$ cat config.mk
export PLATFORM = sky130hd
export DESIGN_NAME = fp_divide64_iter
export DESIGN_NICKNAME = d
export VERILOG_FILES = /design/src/rtl/fp_divide64_iter.sv
export SDC_FILE = /design/constraint.sdc
export NUM_CORES = 1
export LEC_CHECK = 0
export CAP_MARGIN = 20
export CELL_PAD_IN_SITES_DETAIL_PLACEMENT = 0
export CELL_PAD_IN_SITES_GLOBAL_PLACEMENT = 2
export CORE_UTILIZATION = 35
export DETAILED_ROUTE_END_ITERATION = 8
export GPL_TIMING_DRIVEN = 1
export PLACE_DENSITY_LB_ADDON = 0.1
export SLEW_MARGIN = 30
export SYNTH_ARGS = -nofsm -noshare
export SYNTH_HDL_FRONTEND = slang
export SYNTH_SLANG_ARGS = --single-unit
$ cat constraint.sdc
create_clock -name clk -period 14.4 [get_ports clk]
set_input_delay 2.88 -clock clk [delete_from_list [all_inputs] [get_ports clk]]
set_output_delay 2.88 -clock clk [all_outputs]
set_load 0.1 [all_outputs]
$ cat src/rtl/fp_divide64_iter.sv
// Iterative IEEE 754 binary64 divider: restoring radix-2 quotient, then normalize and round.
// One operation at a time behind a ld/done handshake; all state advances only while ce is high.
module fp_divide64_iter #(
  parameter int QBITS = 56,
  parameter int LAT   = 59
) (
  input  logic        clk,
  input  logic        rst,
  input  logic        ce,
  input  logic        ld,
  input  logic [63:0] a,
  input  logic [63:0] b,
  input  logic [2:0]  rm,
  output logic [63:0] o,
  output logic        busy,
  output logic        done,
  output logic        inf,
  output logic        overflow,
  output logic        underflow,
  output logic        dbz,
  output logic        invalid
);

  if (QBITS != 56 || LAT != QBITS + 3) begin : g_cfg_check
    $error("fp_divide64_iter: datapath slicing assumes QBITS=56 and LAT=QBITS+3");
  end

  localparam logic [2:0] S_IDLE = 3'd0;
  localparam logic [2:0] S_DIV  = 3'd1;
  localparam logic [2:0] S_NORM = 3'd2;
  localparam logic [2:0] S_RND  = 3'd3;
  localparam logic [2:0] S_DONE = 3'd4;

  localparam logic [2:0] RM_RTZ = 3'd1;
  localparam logic [2:0] RM_RUP = 3'd2;
  localparam logic [2:0] RM_RDN = 3'd3;
  localparam logic [2:0] RM_RMM = 3'd4;

  localparam logic [62:0] MAX_FINITE = 63'h7FEF_FFFF_FFFF_FFFF;
  localparam logic [62:0] INF_MAG    = 63'h7FF0_0000_0000_0000;
  localparam logic [63:0] QNAN_DEF   = 64'h7FF8_0000_0000_0000;
  localparam logic [63:0] QUIET_BIT  = 64'h0008_0000_0000_0000;

  // Flag vector layout: {inf, overflow, underflow, dbz, invalid}
  logic [2:0]         state_q, state_d;
  logic [5:0]         cnt_q, cnt_d;
  logic [2:0]         rm_q, rm_d;
  logic               sign_q, sign_d;
  logic signed [12:0] exp_q, exp_d;
  logic [52:0]        mb_q, mb_d;
  logic [54:0]        rem_q, rem_d;
  logic [QBITS-1:0]   quo_q, quo_d;
  logic               sticky_q, sticky_d;
  logic               ovf_q, ovf_d;
  logic               unf_q, unf_d;
  logic               spec_q, spec_d;
  logic [63:0]        spec_res_q, spec_res_d;
  logic [4:0]         spec_fl_q, spec_fl_d;
  logic [63:0]        o_q, o_d;
  logic               busy_q, busy_d;
  logic               done_q, done_d;
  logic [4:0]         flags_q, flags_d;

  // Operand unpacking and classification; denormals count as zero.
  logic [10:0]        a_exp, b_exp;
  logic [51:0]        a_frac, b_frac;
  logic               a_nan, b_nan, a_snan, b_snan, a_inf, b_inf, a_zero, b_zero;
  logic               sign_in;
  logic signed [12:0] exp_in;

  assign a_exp   = a[62:52];
  assign b_exp   = b[62:52];
  assign a_frac  = a[51:0];
  assign b_frac  = b[51:0];
  assign a_nan   = (&a_exp) && (|a_frac);
  assign b_nan   = (&b_exp) && (|b_frac);
  assign a_snan  = a_nan && !a_frac[51];
  assign b_snan  = b_nan && !b_frac[51];
  assign a_inf   = (&a_exp) && !(|a_frac);
  assign b_inf   = (&b_exp) && !(|b_frac);
  assign a_zero  = (a_exp == 11'd0);
  assign b_zero  = (b_exp == 11'd0);
  assign sign_in = a[63] ^ b[63];
  assign exp_in  = $signed({2'b00, a_exp}) - $signed({2'b00, b_exp}) + 13'sd1023;

  logic        spec_hit;
  logic [63:0] spec_res;
  logic [4:0]  spec_fl;

  // NOTE: every always_comb output gets a default first so no path can infer a latch.
  always_comb begin
    spec_hit = 1'b1;
    spec_res = 64'd0;
    spec_fl  = 5'd0;
    if (a_nan) begin
      spec_res   = a | QUIET_BIT;
      spec_fl[0] = a_snan;
    end else if (b_nan) begin
      spec_res   = b | QUIET_BIT;
      spec_fl[0] = b_snan;
    end else if ((a_zero && b_zero) || (a_inf && b_inf)) begin
      spec_res   = QNAN_DEF;
      spec_fl[0] = 1'b1;
    end else if (a_inf) begin
      spec_res   = {sign_in, INF_MAG};
      spec_fl[4] = 1'b1;
    end else if (b_zero) begin
      spec_res   = {sign_in, INF_MAG};
      spec_fl    = 5'b10010;
    end else if (a_zero || b_inf) begin
      spec_res   = {sign_in, 63'd0};
    end else begin
      spec_hit   = 1'b0;
    end
  end

  // Restoring division step: compare, conditionally subtract, shift.
  logic        q_bit;
  logic [54:0] rem_sub, rem_next;

  assign q_bit    = (rem_q >= {2'b00, mb_q});
  assign rem_sub  = q_bit ? (rem_q - {2'b00, mb_q}) : rem_q;
  assign rem_next = rem_sub << 1;

  logic [QBITS-1:0]   quo_n;
  logic signed [12:0] exp_n;

  assign quo_n = quo_q[QBITS-1] ? quo_q : {quo_q[QBITS-2:0], 1'b0};
  assign exp_n = quo_q[QBITS-1] ? exp_q : exp_q - 13'sd1;

  // Rounding: 53-bit significand, guard, round, sticky (sticky already folds in bit 0).
  logic [52:0]        mant;
  logic               lsb, g_bit, r_bit, any_lost, inc, to_inf, ovf_r;
  logic [53:0]        sum;
  logic signed [12:0] exp_r;
  logic [51:0]        frac_r;
  logic [63:0]        res_r;
  logic [4:0]         fl_r;

  assign mant     = quo_q[QBITS-1 -: 53];
  assign lsb      = quo_q[QBITS-53];
  assign g_bit    = quo_q[QBITS-54];
  assign r_bit    = quo_q[QBITS-55];
  assign any_lost = g_bit | r_bit | sticky_q;

  always_comb begin
    inc    = 1'b0;
    to_inf = 1'b1;
    case (rm_q)
      RM_RTZ: begin inc = 1'b0;                to_inf = 1'b0;    end
      RM_RUP: begin inc = !sign_q && any_lost; to_inf = !sign_q; end
      RM_RDN: begin inc = sign_q && any_lost;  to_inf = sign_q;  end
      RM_RMM: begin inc = g_bit;               to_inf = 1'b1;    end
      default: begin inc = g_bit && (lsb || r_bit || sticky_q); to_inf = 1'b1; end
    endcase
  end

  // A carry out of the significand leaves exactly 2^53, i.e. fraction zero at e+1.
  assign sum    = {1'b0, mant} + {53'd0, inc};
  assign exp_r  = sum[53] ? exp_q + 13'sd1 : exp_q;
  assign frac_r = sum[53] ? sum[52:1] : sum[51:0];
  assign ovf_r  = ovf_q || (exp_r >= 13'sd2047);

  always_comb begin
    res_r = {sign_q, exp_r[10:0], frac_r};
    fl_r  = 5'd0;
    if (spec_q) begin
      res_r = spec_res_q;
      fl_r  = spec_fl_q;
    end else if (ovf_r) begin
      res_r = to_inf ? {sign_q, INF_MAG} : {sign_q, MAX_FINITE};
      fl_r  = {to_inf, 1'b1, 3'b000};
    end else if (unf_q) begin
      res_r = {sign_q, 63'd0};
      fl_r  = 5'b00100;
    end
  end

  always_comb begin
    state_d    = state_q;
    cnt_d      = cnt_q;
    rm_d       = rm_q;
    sign_d     = sign_q;
    exp_d      = exp_q;
    mb_d       = mb_q;
    rem_d      = rem_q;
    quo_d      = quo_q;
    sticky_d   = sticky_q;
    ovf_d      = ovf_q;
    unf_d      = unf_q;
    spec_d     = spec_q;
    spec_res_d = spec_res_q;
    spec_fl_d  = spec_fl_q;
    o_d        = o_q;
    busy_d     = busy_q;
    done_d     = done_q;
    flags_d    = flags_q;
    case (state_q)
      S_IDLE: begin
        if (ld) begin
          state_d    = S_DIV;
          cnt_d      = 6'd0;
          rm_d       = rm;
          sign_d     = sign_in;
          exp_d      = exp_in;
          mb_d       = {1'b1, b_frac};
          rem_d      = {3'b001, a_frac};
          quo_d      = '0;
          sticky_d   = 1'b0;
          ovf_d      = 1'b0;
          unf_d      = 1'b0;
          spec_d     = spec_hit;
          spec_res_d = spec_res;
          spec_fl_d  = spec_fl;
          busy_d     = 1'b1;
          flags_d    = 5'd0;
        end
      end
      S_DIV: begin
        rem_d = rem_next;
        quo_d = {quo_q[QBITS-2:0], q_bit};
        cnt_d = cnt_q + 6'd1;
        if (cnt_q == 6'(QBITS - 1)) state_d = S_NORM;
      end
      S_NORM: begin
        quo_d    = quo_n;
        exp_d    = exp_n;
        sticky_d = (|rem_q) | quo_n[0];
        ovf_d    = (exp_n >= 13'sd2047);
        unf_d    = (exp_n <= 13'sd0);
        state_d  = S_RND;
      end
      S_RND: begin
        o_d     = res_r;
        flags_d = fl_r;
        done_d  = 1'b1;
        busy_d  = 1'b0;
        state_d = S_DONE;
      end
      S_DONE: begin
        done_d  = 1'b0;
        state_d = S_IDLE;
      end
      default: state_d = S_IDLE;
    endcase
  end

  // NOTE: state uses non-blocking assignments only; reset is asynchronous and clears every register.
  always_ff @(posedge clk or posedge rst) begin
    if (rst) begin
      state_q    <= S_IDLE;
      cnt_q      <= 6'd0;
      rm_q       <= 3'd0;
      sign_q     <= 1'b0;
      exp_q      <= 13'sd0;
      mb_q       <= 53'd0;
      rem_q      <= 55'd0;
      quo_q      <= '0;
      sticky_q   <= 1'b0;
      ovf_q      <= 1'b0;
      unf_q      <= 1'b0;
      spec_q     <= 1'b0;
      spec_res_q <= 64'd0;
      spec_fl_q  <= 5'd0;
      o_q        <= 64'd0;
      busy_q     <= 1'b0;
      done_q     <= 1'b0;
      flags_q    <= 5'd0;
    end else if (ce) begin
      state_q    <= state_d;
      cnt_q      <= cnt_d;
      rm_q       <= rm_d;
      sign_q     <= sign_d;
      exp_q      <= exp_d;
      mb_q       <= mb_d;
      rem_q      <= rem_d;
      quo_q      <= quo_d;
      sticky_q   <= sticky_d;
      ovf_q      <= ovf_d;
      unf_q      <= unf_d;
      spec_q     <= spec_d;
      spec_res_q <= spec_res_d;
      spec_fl_q  <= spec_fl_d;
      o_q        <= o_d;
      busy_q     <= busy_d;
      done_q     <= done_d;
      flags_q    <= flags_d;
    end
  end

  assign o         = o_q;
  assign busy      = busy_q;
  assign done      = done_q;
  assign inf       = flags_q[4];
  assign overflow  = flags_q[3];
  assign underflow = flags_q[2];
  assign dbz       = flags_q[1];
  assign invalid   = flags_q[0];

endmodule

==> impl_metrics.yaml <==
detailed_routing:
  drc_errors: 0
  post_drt_via_cell_ratio: 5.60
  final_antenna_net_count: 0
  route.vias.total: 18800
  drt_pass1_iterations: 5
  wire_per_inst_um: 22.8
  wl_mm: 76.4
  drt_first_iter_violations: 1296
placement:
  place.port_buffers: 205
  place.detailed.hpwl_mm: 56.4
  postPlaceCellArea_um2: 23300
  place.gp.congestion: 0.870
  number_of_cells_in_the_design_after_placement: 3279
  dp_slack_ps: 7320
synthesis:
  synth-edff-count: 0
  synth.yosys.warnings: 0
  synthTopCellsByCount: "sky130_fd_sc_hd__dfrtp_1, sky130_fd_sc_hd__nand2_1, sky130_fd_sc_hd__o21ai_0, sky130_fd_sc_hd__nor2_1, sky130_fd_sc_hd__a21oi_1"
  asyncSetResetFlopFracSynth_pct: 100
  ys_seq_area_share_pct: 40.2
  synthCells: 2442
  post_synthesis_mean_instance_area_um2: 8.47
  synth_area_leaders: "sky130_fd_sc_hd__dfrtp_1, sky130_fd_sc_hd__o21ai_0, sky130_fd_sc_hd__nand2_1, sky130_fd_sc_hd__ha_1, sky130_fd_sc_hd__nor2_1"
  yosysTopAreaCellShare_pct: 40.2
  postSynthNetCount: 2649
  synthesis.area_um2: 20700
  ys_ff_latch: 332
  synth_cell_type_count: 79
  synth_area_leader: "sky130_fd_sc_hd__dfrtp_1"
  yosysMostFrequentCell: "sky130_fd_sc_hd__dfrtp_1"
  ys_dominant_reg_cell: "sky130_fd_sc_hd__dfrtp_1"
pwr:
  vdd_drop_max_uv: 110
  swShare_pct: 43.2
  clock_power_share_pct: 21.1
  power_density_relative_to_cell_area_nw_per_um2: 209
  power_mw: 5.17
  power.combinational.fraction_pct: 49.9
  power.switching_mw: 2.24
  p_seq_share_pct: 29.0
  power_report.internal_total_mw: 2.94
  power_leakage_nw: 10.2
timing:
  timing.final.ws_setup_ps: 7870
  skew_ps: 26.9
  timing_max_transition_violations_final: 0
  slew_limit_headroom_pct: 32.2
  timing_worst_slew_pin_value_ps: 1010
  finalCriticalPeriod_ps: 6530
  timing.fmax_ghz: 0.153
  final_min_period_over_clock_period_pct: 45.3
  totalNegativeSetupSlack_ps: 0
  final-hold-violation-count: 0
  finalSetupViolCount: 0
  rsz0062_at_grt: "no"
status:
  outcome: "finished, final reports clean"
setup_path:
  crit_type: "in2reg"
  cp-endpoint: "rem_q[20]$_DFFE_PP0P_"
  reg2reg_slack_ps: 9330
  timing.critical_path.from: "ce"
  cp_data_arrival_time_ps: 7030
  reg2reg_to: "rem_q[1]$_DFFE_PP0P_"
  crit_path_end_kind: "register"
  cp-start-kind: "input port"
  cp_max_fo: 83
  worst-r2r-cell-count: 12
  critical-path-max-stage-delay_ps: 750
  crit_chain: "clkdlybuf4s50_1, nand2_1, or3_1, nor2_4, buf_4, buf_4, and3_1, a211oi_1, a21oi_1"
  timing.rr.start: "rem_q[8]$_DFFE_PP0P_"
  worstPathRequired_ps: 14900
  timing.critical_path.slowest_stage_cell: "sky130_fd_sc_hd__buf_4"
  cp_common_cell: "sky130_fd_sc_hd__buf_4"
final_layout:
  share_of_layout_cells_above_drive_strength_1_pct: 5.21
  area_growth_syn_to_layout_pct: 19.7
  num_antenna_cells: 0
  number_of_nets_in_the_layout: 2766
  post_route_design_area_um2: 24800
  post_layout_nonfiller_instances: 3354
clock_network:
  cts-resized-gates: 0
  cts.sinks: 332
  clock_tree.buffer_depth: 3
  clk_latency_worst_skew_pair_ps: 580
  cts_root_buffer: "sky130_fd_sc_hd__clkbuf_16"
  cts_tree: "built"
  cts_htree_levels: 2
  clock_pin_slew_on_the_worst_setup_and_hold_paths_ps: 60
  postCtsSetupRepairBufs: 0
  clock_buffer_count_from_cts: 42
  hold_buffers: 0
floorplan:
  rows: 88
  floorplan.core_area_um2: 58000
  die_w_um: 245
  die_area_um2: 60100
  die-height_um: 245
  design.portCount: 206
  floorplan.initialDensity_pct: 35.7
grt:
  grt_pass1_wl_mm: 117
  number_of_global_route_vias_before_repair: 18500
  grt_max_degree: 110
  grt_antenna_before_repair: 1
  overflow: 0
  total_routing_usage_reported_by_global_routing_pct: 25.3
hold_path:
  hold_path_depth: 2
  holdCritStartpoint: "mb_q[52]$_DFFE_PP0P_"
  hold_path_class: "reg2reg"
flow_run:
  count_of_max_cap_constraint_violations: 0
-- cells in the final DEF, fill, tap and decap left out, types with 14 or more instances in the layout --
cell type                         Yosys  final
sky130_fd_sc_hd__a211oi_1            24     24
sky130_fd_sc_hd__a21boi_0            14     14
sky130_fd_sc_hd__a21o_1              20     19
sky130_fd_sc_hd__a21oi_1            165    164
sky130_fd_sc_hd__a221oi_1            55     55
sky130_fd_sc_hd__a22o_1              43     43
sky130_fd_sc_hd__a32o_1              25     25
sky130_fd_sc_hd__and3_1              18     18
sky130_fd_sc_hd__buf_4                0     22
sky130_fd_sc_hd__clkbuf_16            0     42
sky130_fd_sc_hd__clkdlybuf4s50_1      0    201
sky130_fd_sc_hd__dfrtp_1            332    331
sky130_fd_sc_hd__ha_1                70     70
sky130_fd_sc_hd__inv_1              112    111
sky130_fd_sc_hd__mux2i_1             52     52
sky130_fd_sc_hd__nand2_1            298    297
sky130_fd_sc_hd__nand2b_1            36     36
sky130_fd_sc_hd__nand3_1             55     54
sky130_fd_sc_hd__nand4_1             47     47
sky130_fd_sc_hd__nor2_1             226    223
sky130_fd_sc_hd__nor2b_1             35     35
sky130_fd_sc_hd__nor3_1              29     27
sky130_fd_sc_hd__nor4_1              56     53
sky130_fd_sc_hd__o21ai_0            240    239
sky130_fd_sc_hd__o22ai_1             37     37
sky130_fd_sc_hd__xnor2_1             82     82
sky130_fd_sc_hd__xor2_1              54     54
-- flip-flops by register name, indices dropped and copies added (netlist names), 5 cells and up --
signal and cells:
cnt_q 6, o 64, spec_res_q 64, mb_q 53, exp_q 13, flags_q 5
rem_q 55, quo_q 56
-- worst min-delay path by stage --
stage	end	slack (ps)
after floorplan	mb_q[52]$_DFFE_PP0P_	420
after global placement	mb_q[52]$_DFFE_PP0P_	440
after detailed placement	mb_q[52]$_DFFE_PP0P_	440
after CTS	mb_q[52]$_DFFE_PP0P_	450
after global routing	mb_q[52]$_DFFE_PP0P_	500
final	mb_q[52]$_DFFE_PP0P_	450
-- layout make-up --
type	instances	area, µm²
fillers	5811	33300
multi-input cells	1840	11400
flip-flops and latches	332	8310
repair buffers	231	2250
clock buffers	60	1250
well taps	765	957
inverters	112	428
clock inverters	14	166
-- per-stage QoR --
stage	hold WS, ps	util [%]
floorplan	418	-
detailed placement	436	40.2
finish	451	42.7
global placement	438	40.2
global route	495	42.7
CTS	448	42.6
-- logic make-up (layout without fill, tap and decap cells) --
kind of cell             Yosys count  in the layout  share of synthesized area, %
multiplexers                      56             56                          2.73
flip-flops                       332            332                          40.2
AO/OA/AOI/OAI                    717            717                          22.1
XOR/XNOR                         136            136                          5.76
buffers and inverters            270            417                          5.20
AND/OR/NAND/NOR                  859            859                          19.7
adder cells (fa/ha/maj)           72             72                          4.43
-- power by group through the flow --
stage / logic, mW / clock network, mW / registers [mW]
3_3_place_gp: 2.56 / 0 / 1.50
6_report: 2.58 / 1.09 / 1.50
2_1_floorplan: 1.97 / 0 / 1.37
4_1_cts: 2.58 / 1.12 / 1.49
3_5_place_dp: 2.57 / 0 / 1.51
5_1_grt: 2.87 / 1.16 / 1.54
-- critical path: cells and delay by family --
family | cells | cell delay [ps]
and+or+nand+nor | 4 | 1740
AOI/OAI and AO/OA | 2 | 210
buffers and inverters | 3 | 2060
-- routing by layer --
| metal | global-route usage (%) | vias to the layer above | part of all wire [%] |
|---|---|---|---|
| met2 | 40.8 | 444 | 47 |
| met4 | 5.99 | 0 | 1.9 |
| met5 | 0 | - | 0 |
| met3 | 2.77 | 77 | 4.0 |
| li1 | - | 9014 | - |
| met1 | 36.2 | 9260 | 47 |
Power figures use the tool's default switching activity.
